$ cat src/rtl/isa_pkg.sv
// Shared ISA definitions for the fetch/decode front end.
// Holds opcode constants, field widths, the return-stack request bundle
// and a sign-extension helper for the 5-bit branch immediate.
package isa_pkg;
  localparam int ADDR_W  = 16;
  localparam int IMM5_W  = 5;
  localparam int OFF12_W = 12;

  localparam logic [3:0] OP_BGT  = 4'b1000;
  localparam logic [3:0] OP_BLT  = 4'b1001;
  localparam logic [3:0] OP_BEQ  = 4'b1010;
  localparam logic [3:0] OP_BNE  = 4'b1011;
  localparam logic [3:0] OP_JMP  = 4'b1100;
  localparam logic [3:0] OP_CALL = 4'b1101;
  localparam logic [3:0] OP_RET  = 4'b1110;

  typedef struct packed {
    logic              push;
    logic              pop;
    logic [ADDR_W-1:0] data;
  } ras_req_t;

  function automatic logic [ADDR_W-1:0] sext5(input logic [IMM5_W-1:0] imm);
    return {{(ADDR_W-IMM5_W){imm[IMM5_W-1]}}, imm};
  endfunction
endpackage

$ cat src/rtl/return_stack.sv
// Circular return-address stack.
// Ports: clock/reset (sync, active-high); push/pop with push_data;
// top = most recently pushed entry; count/full/empty status.
// A push while full overwrites the oldest entry: the write pointer simply
// wraps onto it and count saturates at DEPTH. A pop while empty is ignored.
module return_stack #(
  parameter int DEPTH = 8,
  parameter int W     = 16
) (
  input  logic                     clock,
  input  logic                     reset,
  input  logic                     push,
  input  logic                     pop,
  input  logic [W-1:0]             push_data,
  output logic [W-1:0]             top,
  output logic [$clog2(DEPTH):0]   count,
  output logic                     full,
  output logic                     empty
);
  localparam int PTR_W = $clog2(DEPTH);
  localparam logic [PTR_W:0] FULL_CNT = DEPTH[PTR_W:0];

  logic [W-1:0]     mem [DEPTH];
  logic [PTR_W-1:0] ptr;     // next free slot
  logic [PTR_W-1:0] top_idx;
  logic [PTR_W:0]   cnt;

  assign top_idx = ptr - PTR_W'(1);
  assign top     = mem[top_idx];
  assign count   = cnt;
  assign full    = (cnt == FULL_CNT);
  assign empty   = (cnt == '0);

  always_ff @(posedge clock) begin
    if (reset) begin
      ptr <= '0;
      cnt <= '0;
    end else if (push) begin
      ptr <= ptr + PTR_W'(1);
      if (!full) cnt <= cnt + (PTR_W+1)'(1);
    end else if (pop && !empty) begin
      ptr <= ptr - PTR_W'(1);
      cnt <= cnt - (PTR_W+1)'(1);
    end
  end

  always_ff @(posedge clock) begin
    if (push) mem[ptr] <= push_data;
  end
endmodule

$ cat src/rtl/pc_sequencer.sv
// Program-counter stage feeding the instruction memory.
// Ports: clock/reset (sync, active-high); stall; decode-side id_jmp/id_call/
// id_ret with id_pc/id_offset; execute-side ex_br_taken with ex_pc/ex_imm.
// Outputs: AddressBus (current PC), if_valid (imem output live), id_flush
// (= ex_br_taken), sticky ras_overflow / ras_underflow.
// Next PC priority: reset > taken branch > decode redirect (unstalled) >
// stall hold > PC+1. Every redirect inserts one bubble on if_valid.
module pc_sequencer
  import isa_pkg::*;
#(
  parameter logic [ADDR_W-1:0] RESET_PC  = 16'h0000,
  parameter int                RAS_DEPTH = 8
) (
  input  logic               clock,
  input  logic               reset,
  input  logic               stall,
  input  logic               id_jmp,
  input  logic               id_call,
  input  logic               id_ret,
  input  logic [ADDR_W-1:0]  id_pc,
  input  logic [OFF12_W-1:0] id_offset,
  input  logic               ex_br_taken,
  input  logic [ADDR_W-1:0]  ex_pc,
  input  logic [IMM5_W-1:0]  ex_imm,
  output logic [ADDR_W-1:0]  AddressBus,
  output logic               if_valid,
  output logic               id_flush,
  output logic               ras_overflow,
  output logic               ras_underflow
);
  logic [ADDR_W-1:0] pc, next_pc, br_tgt, j_tgt, seq_ret;
  logic dec_ok, do_jmp, do_call, do_ret, redirect;
  logic [ADDR_W-1:0] ras_top;
  logic [$clog2(RAS_DEPTH):0] ras_count;
  logic ras_full, ras_empty;
  ras_req_t ras_req;

  // A taken branch squashes decode, so decode-side control only acts when
  // neither a stall nor a branch redirect is present.
  assign dec_ok   = !stall && !ex_br_taken;
  assign do_jmp   = dec_ok && id_jmp;
  assign do_call  = dec_ok && id_call;
  assign do_ret   = dec_ok && id_ret;
  assign redirect = ex_br_taken || do_jmp || do_call || do_ret;

  assign br_tgt  = ex_pc + sext5(ex_imm);
  assign j_tgt   = {id_pc[ADDR_W-1:OFF12_W], id_offset};
  assign seq_ret = id_pc + 16'd1;

  assign ras_req.push = do_call;
  assign ras_req.pop  = do_ret && !ras_empty;
  assign ras_req.data = seq_ret;

  return_stack #(.DEPTH(RAS_DEPTH), .W(ADDR_W)) u_ras (
    .clock     (clock),
    .reset     (reset),
    .push      (ras_req.push),
    .pop       (ras_req.pop),
    .push_data (ras_req.data),
    .top       (ras_top),
    .count     (ras_count),
    .full      (ras_full),
    .empty     (ras_empty)
  );

  always_comb begin
    next_pc = pc;
    if (ex_br_taken)            next_pc = br_tgt;
    else if (do_jmp || do_call) next_pc = j_tgt;
    else if (do_ret)            next_pc = ras_empty ? seq_ret : ras_top; // empty RET acts as NOP
    else if (!stall)            next_pc = pc + 16'd1;
  end

  always_ff @(posedge clock) begin
    if (reset) begin
      pc            <= RESET_PC;
      if_valid      <= 1'b0;
      ras_overflow  <= 1'b0;
      ras_underflow <= 1'b0;
    end else begin
      pc <= next_pc;
      if (redirect)   if_valid <= 1'b0;
      else if (!stall) if_valid <= 1'b1;
      if (do_call && ras_full) ras_overflow  <= 1'b1;
      if (do_ret && ras_empty) ras_underflow <= 1'b1;
    end
  end

  assign AddressBus = pc;
  assign id_flush   = ex_br_taken;

  a_ras_cnt: assert property (@(posedge clock) disable iff (reset)
    ras_empty == (ras_count == '0));
  a_dec_1hot: assert property (@(posedge clock) disable iff (reset)
    $onehot0({id_jmp, id_call, id_ret}));
endmodule

$ cat config.mk
export PLATFORM = sky130hd
export DESIGN_NAME = pc_sequencer
export DESIGN_NICKNAME = d
export VERILOG_FILES = /design/src/rtl/isa_pkg.sv /design/src/rtl/return_stack.sv /design/src/rtl/pc_sequencer.sv
export SDC_FILE = /design/constraint.sdc
export NUM_CORES = 1
export LEC_CHECK = 0
export CORE_MARGIN = 3
export CORE_UTILIZATION = 32
export DETAILED_ROUTE_END_ITERATION = 12
export PLACE_DENSITY_LB_ADDON = 0.1
export SYNTH_ARGS = -nofsm -noshare
export SYNTH_HDL_FRONTEND = slang
export SYNTH_SLANG_ARGS = --single-unit
$ cat constraint.sdc
create_clock -name clock -period 4.8 [get_ports clock]
set_input_delay 0.96 -clock clock [delete_from_list [all_inputs] [get_ports clock]]
set_output_delay 0.96 -clock clock [all_outputs]
set_load 0.01 [all_outputs]
==> flow_summary.json, run 1 <==
{
  "synthTopCellsByArea": "edfxtp_1, mux4_2, dfxtp_1",
  "grt_usage_pct": 16.56,
  "avgSynthCellArea_um2": 13.34,
  "core_um2": 23750,
  "cts_hold_buf": 0,
  "critPathKind": "in -> reg",
  "ys.warnings.count": 0,
  "vias_per_cell": 5.273,
  "synthFlopType": "edfxtp_1",
  "power-per-cell-area_nw_per_um2": 360.8,
  "synth_cell_types": 72,
  "antenna_found_initial": 0,
  "synthMuxAreaShare_pct": 11.51,
  "synth-seq-area-share_pct": 55.75,
  "crit_slowest_cell": "xnor2_1",
  "rsz0062_at_grt": "no",
  "clkSlewWorstSetupHoldPaths_ps": 70,
  "synth-seq-cells": 154,
  "dpl.hpwl_mm": 14.86,
  "insertion_delay_ps": 420,
  "ir_drop_uv": 214.5,
  "die_y_um": 162.4,
  "cts_tree": "done",
  "required_ps": 5120,
  "wl_per_cell_um": 21.48,
  "cts_resized": 0,
  "crit_path_max_fanout": 9,
  "dr.pass1.iters": 5,
  "setup_slack_ps": 1517,
  "synth-xor-area-share_pct": 5.258,
  "n_antenna_cell": 0,
  "min_period_ps": 3283,
  "whs_ps": 453.6,
  "crit_path_start_kind": "primary input",
  "synthSimpleGateAreaFrac_pct": 9.669,
  "ios": 76,
  "arrival_ps": 3600,
  "numPortBuffers": 75,
  "netlist_area_um2": 7829,
  "cp_top_family": "compound AO/OA/AOI/OAI gates",
  "grt_max_degree": 39,
  "synth-edff-count": 128,
  "synth_top_family_by_area": "multiplexers",
  "via_count": 5305,
  "drc": 0,
  "netSwitchingFraction_pct": 26.86,
  "overflow": 0,
  "htreeDepth": 4,
  "clockRootBuffer": "clkbuf_16",
  "post_cts_buffers": 0,
  "seqPwrFrac_pct": 44.1,
  "cp-end-kind": "flip-flop",
  "drive_gt1_share_pct": 15.43,
  "synth-adder-area-share_pct": 3.868,
  "crit_buf_inv": 1,
  "status": "finished clean",
  "synth_nets": 666,
  "p_leak_nw": 3.227,
  "globalplace.congestion": 0.8355,
  "nets": 754,
  "wirelength_mm": 21.61,
  "p_int_mw": 2.528,
  "pre_cts_slack_ps": 1098,
  "hold_path.class": "reg -> reg",
  "yosys.area.top_type": "edfxtp_1",
  "clock-sinks": 154,
  "path_cells": "clkdlybuf4s50_1 > ha_1 > and4_1 > nand4_1 > xnor2_1 > a211oi_1 > o21a_1 > a2111oi_2",
  "finClkSkew_ps": 10.55,
  "rows": 56,
  "cap_violations": 0,
  "relSlewSlack_pct": 34.10,
  "slew_violations": 0,
  "async_flop_share_pct": 0,
  "fin_tns_setup_ps": 0,
  "placed_cell_area_um2": 9006,
  "final_cell_area_um2": 9579,
  "clockPowerShare_pct": 38.4,
  "cp_slowest_stage_delay_ps": 700,
  "final_cell_mix": "edfxtp_1, clkdlybuf4s50_1, nor2_1",
  "finalSetupViolCount": 0,
  "finalHoldViolCount": 0,
  "synth_compound_area_share_pct": 11.36,
  "synth_cells": 587,
  "fmax_ghz": 0.3046,
  "worst_pin_slew_ps": 980.4,
  "die_x_um": 162.4,
  "synth_top_area_share_pct": 49.10,
  "synthToLayoutAreaGrowth_pct": 22.36,
  "finalCritPeriodShare_pct": 68.40,
  "first_global_vias": 5459,
  "die_area_um2": 26380,
  "cts_buffer_depth": 2,
  "drt-initial-drc-count": 294,
  "power.switching_uw": 928.2,
  "start_util_pct": 32.96,
  "drtAntennaViolNets": 0,
  "power_frac_comb_pct": 17.5,
  "final_common_cell": "edfxtp_1",
  "grt_pass1_wl_mm": 32.71,
  "cts_buffers": 17
}
[path summary, 6_finish.rpt]
path	startpoint	end	slack, ps	cells past startpoint
worst min register to register	ras_overflow	ras_overflow	450	2
worst min-delay path	ras_overflow	ras_overflow	450	2
worst max-delay path	id_pc[0]	AddressBus[8]	1520	8
worst max register to register	u_ras.ptr[1]	AddressBus[0]	1690	9
[cell usage after synthesis, drive strengths merged (2+ instances only)]
cell type,instances
a2111oi,3
a211oi,8
a21o,5
a21oi,26
a221oi,5
a22oi,2
a311oi,3
a31oi,7
and2,2
and3,4
buf,17
clkbuf,9
dfxtp,26
edfxtp,128
fa,2
ha,21
inv,13
mux2i,18
mux4,32
nand2,32
nand3,16
nand3b,2
nand4,8
nor2,44
nor3,25
nor4,7
o211a,3
o211ai,6
o21a,2
o21ai,30
o21bai,2
o221ai,5
o22ai,10
o311ai,2
or3,3
xnor2,26
xor2,18
[metal layers]
layer | wire length, um | up-vias | track usage, %
met5 | 0 | - | 0
met4 | 375 | 0 | 5.118
met3 | 979 | 26 | 2.823
met2 | 10040 | 147 | 26.71
met1 | 10210 | 2630 | 22.96
li1 | - | 2502 | -
[power groups by stage]
| stage | clock network (mW) | registers, mW | logic (mW) |
|---|---|---|---|
| 2_1_floorplan | 0 | 1.55 | 0.394 |
| 3_3_place_gp | 0 | 1.55 | 0.603 |
| 3_5_place_dp | 0 | 1.55 | 0.610 |
| 4_1_cts | 1.36 | 1.52 | 0.613 |
| 5_1_grt | 1.41 | 1.53 | 0.663 |
| 6_report | 1.33 | 1.52 | 0.606 |
[area by class of cell]
type,count,area [um2]
Fill cell,2187,14170
Sequential cell,154,4365
Multi-Input combinational cell,393,3288
Timing Repair Buffer,95,900.9
Clock buffer,18,429.2
Tap cell,319,399.1
Clock inverter,13,143.9
Inverter,14,52.55
[worst reg2reg max path, stage by stage, from the launching register on]
cell	delay [ps]
dfxtp_1	490
inv_1	110
ha_1	780
buf_4	450
mux4_2	350
nor2b_1	140
a211oi_1	260
o221ai_1	180
o21ai_1	140
o22ai_1	90
[sequential cells by signal, indices dropped and copies added, names as in the netlist]
register,cells
ras_underflow,1
u_ras.count,4
ras_overflow,1
if_valid,1
u_ras.mem,128
u_ras.ptr,3
AddressBus,16
[through the flow]
stage | cells | total power, mW | utilization (%)
finish | 1006 | 3.456 | 40.33
global route | 1006 | 3.604 | 40.33
CTS | 1006 | 3.492 | 40.33
detailed placement | 975 | 2.161 | 37.92
global placement | 975 | 2.152 | 37.92
floorplan | 587 | 1.940 | -
[cells by family after synthesis]
| family | count (synthesis) |
|---|---|
| flip-flops | 154 |
| AND/OR/NAND/NOR | 150 |
| AO/OA/AOI/OAI | 126 |
| adder cells (fa/ha/maj) | 23 |
| buffers and inverters | 40 |
| XOR/XNOR | 44 |
| multiplexers | 50 |
No activity file was read; power rests on OpenSTA's default activity.
==> run 2, diff against run 1 <==
==> constraint.sdc (replaced) <==
create_clock -name clock -period 2.98 [get_ports clock]
set_input_delay 0.596 -clock clock [delete_from_list [all_inputs] [get_ports clock]]
set_output_delay 0.596 -clock clock [all_outputs]
set_load 0.01 [all_outputs]
==> flow_summary.json, run 2 (synthesis results as in run 1) <==
{
  "status": "finished clean",
  "cts_tree": "done",
  "dr.pass1.iters": 5,
  "final_cell_mix": "edfxtp_1, clkdlybuf4s50_1, buf_4",
  "cts_buffer_depth": 2,
  "clock-sinks": 154,
  "holdCritStartpoint": "ras_overflow",
  "ir_drop_uv": 298.3,
  "clockRootBuffer": "clkbuf_16",
  "drt-initial-drc-count": 322,
  "die_area_um2": 26380,
  "cts_hold_buf": 0,
  "placed_cell_area_um2": 9420,
  "overflow": 0,
  "wirelength_mm": 21.76,
  "final_common_cell": "edfxtp_1",
  "clkSlewWorstSetupHoldPaths_ps": 70,
  "arrival_ps": 2960,
  "first_global_vias": 5690,
  "power-per-cell-area_nw_per_um2": 584.9,
  "wl_per_cell_um": 20.61,
  "crit_path_start_kind": "flip-flop",
  "post_cts_buffers": 0,
  "start_util_pct": 32.96,
  "finalCritPeriodShare_pct": 89.90,
  "rr_worst_depth": 10,
  "hold_depth": 2,
  "relSlewSlack_pct": 52.81,
  "power.total_mw": 5.889,
  "die_x_um": 162.4,
  "die_y_um": 162.4,
  "finalHoldViolCount": 0,
  "grt_usage_pct": 16.78,
  "cts_resized": 0,
  "drive_gt1_share_pct": 21.71,
  "globalplace.congestion": 0.8805,
  "required_ps": 3270,
  "reg2reg_setup_slack_ps": 300,
  "regMostFlops": "u_ras.mem",
  "drc": 0,
  "numPortBuffers": 75,
  "n_antenna_cell": 0,
  "via_count": 5498,
  "hold_path_end": "ras_overflow",
  "cap_violations": 0,
  "synthToLayoutAreaGrowth_pct": 28.61,
  "nets": 803,
  "vias_per_cell": 5.206,
  "r2r_start": "u_ras.ptr[1]",
  "crit_path_max_fanout": 28,
  "critPathKind": "reg -> reg",
  "grt_pass1_wl_mm": 33.32,
  "rr_endpoint": "AddressBus[8]",
  "htreeDepth": 4,
  "core_um2": 23750,
  "slew_violations": 0,
  "drtAntennaViolNets": 0,
  "utilization_pct": 42.39,
  "finalSetupViolCount": 0,
  "final_cell_area_um2": 10070,
  "p_leak_nw": 3.512,
  "finClkSkew_ps": 9.434,
  "largest_register_ff_count": 128,
  "rsz0062_at_grt": "no",
  "dpl.hpwl_mm": 15.83,
  "ios": 76,
  "grt_max_degree": 39,
  "cts_buffers": 17,
  "fmax_ghz": 0.3733,
  "hold_path.class": "reg -> reg",
  "whs_ps": 453.0,
  "worst_pin_slew_ps": 702.8,
  "rows": 56,
  "cp-end-kind": "flip-flop",
  "insertion_delay_ps": 420,
  "antenna_found_initial": 0,
  "min_period_ps": 2679
}
[run 2: cell type report]
type	count	area [um2]
flip-flops and latches	154	4365
well taps	319	399.1
repair buffers	144	1306
clock buffers	17	425.4
multi-input cells	393	3297
inverters	14	52.55
fillers	2148	13680
clock inverters	15	222.7
[run 2: layer usage]
layer | vias up | share of wire, % | GRT usage [%]
met5 | - | 0 | 0
met4 | 0 | 1.6 | 5.002
met3 | 27 | 4.3 | 2.772
met2 | 157 | 48 | 28.18
met1 | 2719 | 46 | 22.46
li1 | 2595 | - | -
[run 2: report_power, final]
part	internal, mW	switching (mW)	total [mW]
logic	0.509	0.544	1.05
clock network	1.44	0.944	2.38
registers	2.39	0.0664	2.45
[run 2: critical path: stages, from the launching register on]
cell,delay (ps)
dfxtp_1,520
inv_1,110
ha_1,360
buf_12,230
mux4_2,320
mux2i_1,270
nor2_1,80
a211oi_1,260
buf_4,160
o21a_1,160
a2111oi_2,60
[run 2: stage by stage]
step           TNS, ps  worst slack, ps  cells
2_1_floorplan    -9432           -196.5    587
3_3_place_gp    -100.9           -84.57   1024
3_5_place_dp    -207.4           -119.2   1024
4_1_cts              0            307.1   1056
5_1_grt              0            100.2   1056
6_report             0            300.9   1056
[run 2: how the worst max path moves through the flow]
stage                      endpoint  slack, ps  cells after the start          from
finish                AddressBus[8]        300                     10  u_ras.ptr[1]
global route          AddressBus[8]        100                      9      ex_pc[0]
CTS                   AddressBus[8]        310                      9      ex_pc[0]
detailed placement    AddressBus[8]       -120                      9      ex_pc[0]
global placement      AddressBus[8]        -80                      9      ex_pc[0]
floorplan           u_ras.mem[2][0]       -200                      4         stall
==> RTL change, RTL diff (settings of run 2) <==
`ADDR_W`: 16 -> 15.
--- a/src/rtl/isa_pkg.sv
+++ b/src/rtl/isa_pkg.sv
@@ -2,7 +2,7 @@
 // Holds opcode constants, field widths, the return-stack request bundle
 // and a sign-extension helper for the 5-bit branch immediate.
 package isa_pkg;
-  localparam int ADDR_W  = 16;
+  localparam int ADDR_W  = 15;
   localparam int IMM5_W  = 5;
   localparam int OFF12_W = 12;
 
Interface: changed (resized AddressBus, ex_pc and id_pc); port bits go from 76 to 73. No check against the original RTL was run, so the function may have changed too.
==> RTL change against run 2 <==
Power down 8.7%; die area down 4.6%; first-iteration DRC count up 11%; final cell count down 0.66%; register-to-register slack better by 0.31 ns; setup slack worse by 0.070 ns; area after synthesis down 4.8%; maximum frequency down 2.5%; global-route usage about the same; via count down 1.3%; routed wire length down 4.3%; sequential cell count down 9; critical path depth unchanged; final area down 5.1%; largest power group unchanged.
==> RTL change: results (changes against run 2) <==
dominant synthesized flop cell=edfxtp_1; critical path peak fanout=3 (-89%); RePlAce Congestion=0.8363 (-5.0%); worst skew pair latency=0.42 ns (about the same); Synth top cells by count=edfxtp_1 (120), nand2_1 (45), nor2_1 (37); clock transition at the registers of the reported paths=around 0.060 ns; Ys Warns=0 (unchanged); worst r2r path cells=9 (-1); Hold Crit Class=flop to flop; share of layout cells above drive strength 1=0.2092 (-0.007857); Max H-tree Level=4 (unchanged); post-synth net total=659 (-1.1%); post-detailed-route wirelength per cell=19.85 um (-3.7%); Post-route DRC=0 (unchanged); area of placed instances=0.009001 mm^2 (-4.4%); slowest CP cell=clkdlybuf4s50_1; hpwl dp=15.33 mm (-3.2%); Critical Path Start=ex_pc[0]; Peak VDD IR=0.3357 mV (+13%); r2r endpoint=AddressBus[9]; initial antenna violation count=0 (unchanged); worst slew pin tran=0.9719 ns (+0.2691 ns); CTS resizes=0 (unchanged); global-route wire length before repair=31.71 mm (-4.8%); vias in the first global route=5486 (-3.6%); ant diodes=0 (unchanged); number of synthesized flops with an enable pin=120 (-6.3%); fillcell total=2147 (-0.047%); R2R setup slack=0.61 ns (+0.31 ns); reg-to-reg startpoint=u_ras.ptr[0]; Seq/Total Area, Yosys=0.5507 (-0.006750); run status=finished, final reports clean; CTS Buffer Depth=2 (unchanged); largest net degree at the start of global routing=27 (-31%); number of I/O port buffers=72 (-4.0%); Nets=799 (-0.50%); CTS Buf Count=17 (unchanged); Largest Register=u_ras.mem; Synth async-reset ratio=0 (unchanged); leading post-synthesis cells by cell area=edfxtp_1 (48%), mux4_2 (9.1%), dfxtp_1 (6.7%); All-Layer GR Usage=0.1680 (+0.0001961); Clock Tree Root=clkbuf_16; max reg flops=120 (-6.3%); Via Count=5425 (-1.3%); crit path DAT=3.05 ns (+0.09 ns); post-synthesis cell type count=67 (-6.9%); Starting DRT DRC Count=358 (+11%); max incr delay on CP=0.46 ns (-0.06 ns); Worst Clk Skew=0.006593 ns (-0.002841 ns); setup bufs post-CTS=0 (unchanged); Lkg Pwr=0.003380 uW (-3.8%); Pre-antenna DRT Iters=5 (unchanged); critical path endpoint=AddressBus[14]
RTL change: cell count changes in the layout (fill, tap and decap cells not counted), moves of 4 or more:
cell and delta:
and4_1 +4, a21oi_1 +9, o221ai_1 -5, nand2b_1 +4, nor2_1 -6, o21ai_0 +7, or3_1 +4, buf_4 +8
a211oi_1 -4, o21ai_1 -7, nand2_1 +13, o22ai_1 -4, xor2_1 -4, edfxtp_1 -8
RTL change: cell type report:
type / count / area (um^2) / share of cell area
clock buffers: 17 / 425.4 / 0.04450
multi-input cells: 398 / 3156 / 0.3301
flip-flops and latches: 145 / 4105 / 0.4295
clock inverters: 15 / 132.6 / 0.01387
inverters: 14 / 52.55 / 0.005497
repair buffers: 147 / 1296 / 0.1356
well taps: 313 / 391.6 / 0.04097
RTL change: stage by stage:
| stage | setup TNS [ns] | utilization | setup WS [ns] | hold WS (ns) | std cells |
|---|---|---|---|---|---|
| final | 0 | 0.4197 | 0.2311 | 0.4466 | 1049 |
| after global placement | -0.1791 | 0.3952 | -0.1791 | 0.4378 | 1017 |
| after CTS | 0 | 0.4197 | 0.2431 | 0.4545 | 1049 |
| after floorplan | -2.773 | - | -0.06163 | 0.4696 | 583 |
| after detailed placement | -0.1817 | 0.3952 | -0.1817 | 0.4445 | 1017 |
| after global routing | 0 | 0.4197 | 0.1137 | 0.4716 | 1049 |
RTL change: worst min path at each step:
stage                 start      endpoint  cells after the start
2_1_floorplan  ras_overflow  ras_overflow                      2
3_3_place_gp   ras_overflow  ras_overflow                      2
3_5_place_dp   ras_overflow  ras_overflow                      2
4_1_cts        ras_overflow  ras_overflow                      2
5_1_grt        ras_overflow  ras_overflow                      2
6_report       ras_overflow  ras_overflow                      2
RTL change: cell families (layout without fill, tap and decap cells):
logic type / Yosys count / after routing / synth area share
and+or+nand+nor: 170 / 170 / 0.1157
adders and majority gates: 22 / 22 / 0.03895
xor gates and xnor gates: 38 / 38 / 0.04466
AOI/OAI and AO/OA: 122 / 122 / 0.1061
DFF: 145 / 145 / 0.5507
buffers and inverters: 40 / 193 / 0.03156
muxes: 46 / 46 / 0.1123
RTL change: critical path, delay by kind of cell:
kind / cells / cell delay [ns]
AOI/OAI and AO/OA: 3 / 0.73
adders and majority gates: 2 / 0.54
buffers and inverters: 2 / 0.51
and+or+nand+nor: 2 / 0.55
muxes: 1 / 0.11
RTL change: metal layers:
layer	GRT usage	vias to the layer above	part of all wire
li1	-	2549	-
met1	0.2271	2688	0.46
met2	0.2737	163	0.48
met3	0.03669	25	0.053
met4	0.04752	0	0.016
met5	0	-	0
RTL change: power by group:
part           switching, uW  leakage (uW)  total (uW)  internal, uW
combinational            526       0.00183        1020           497
clock                    868      0.000265        2020          1160
sequential              74.0       0.00129        2330          2260
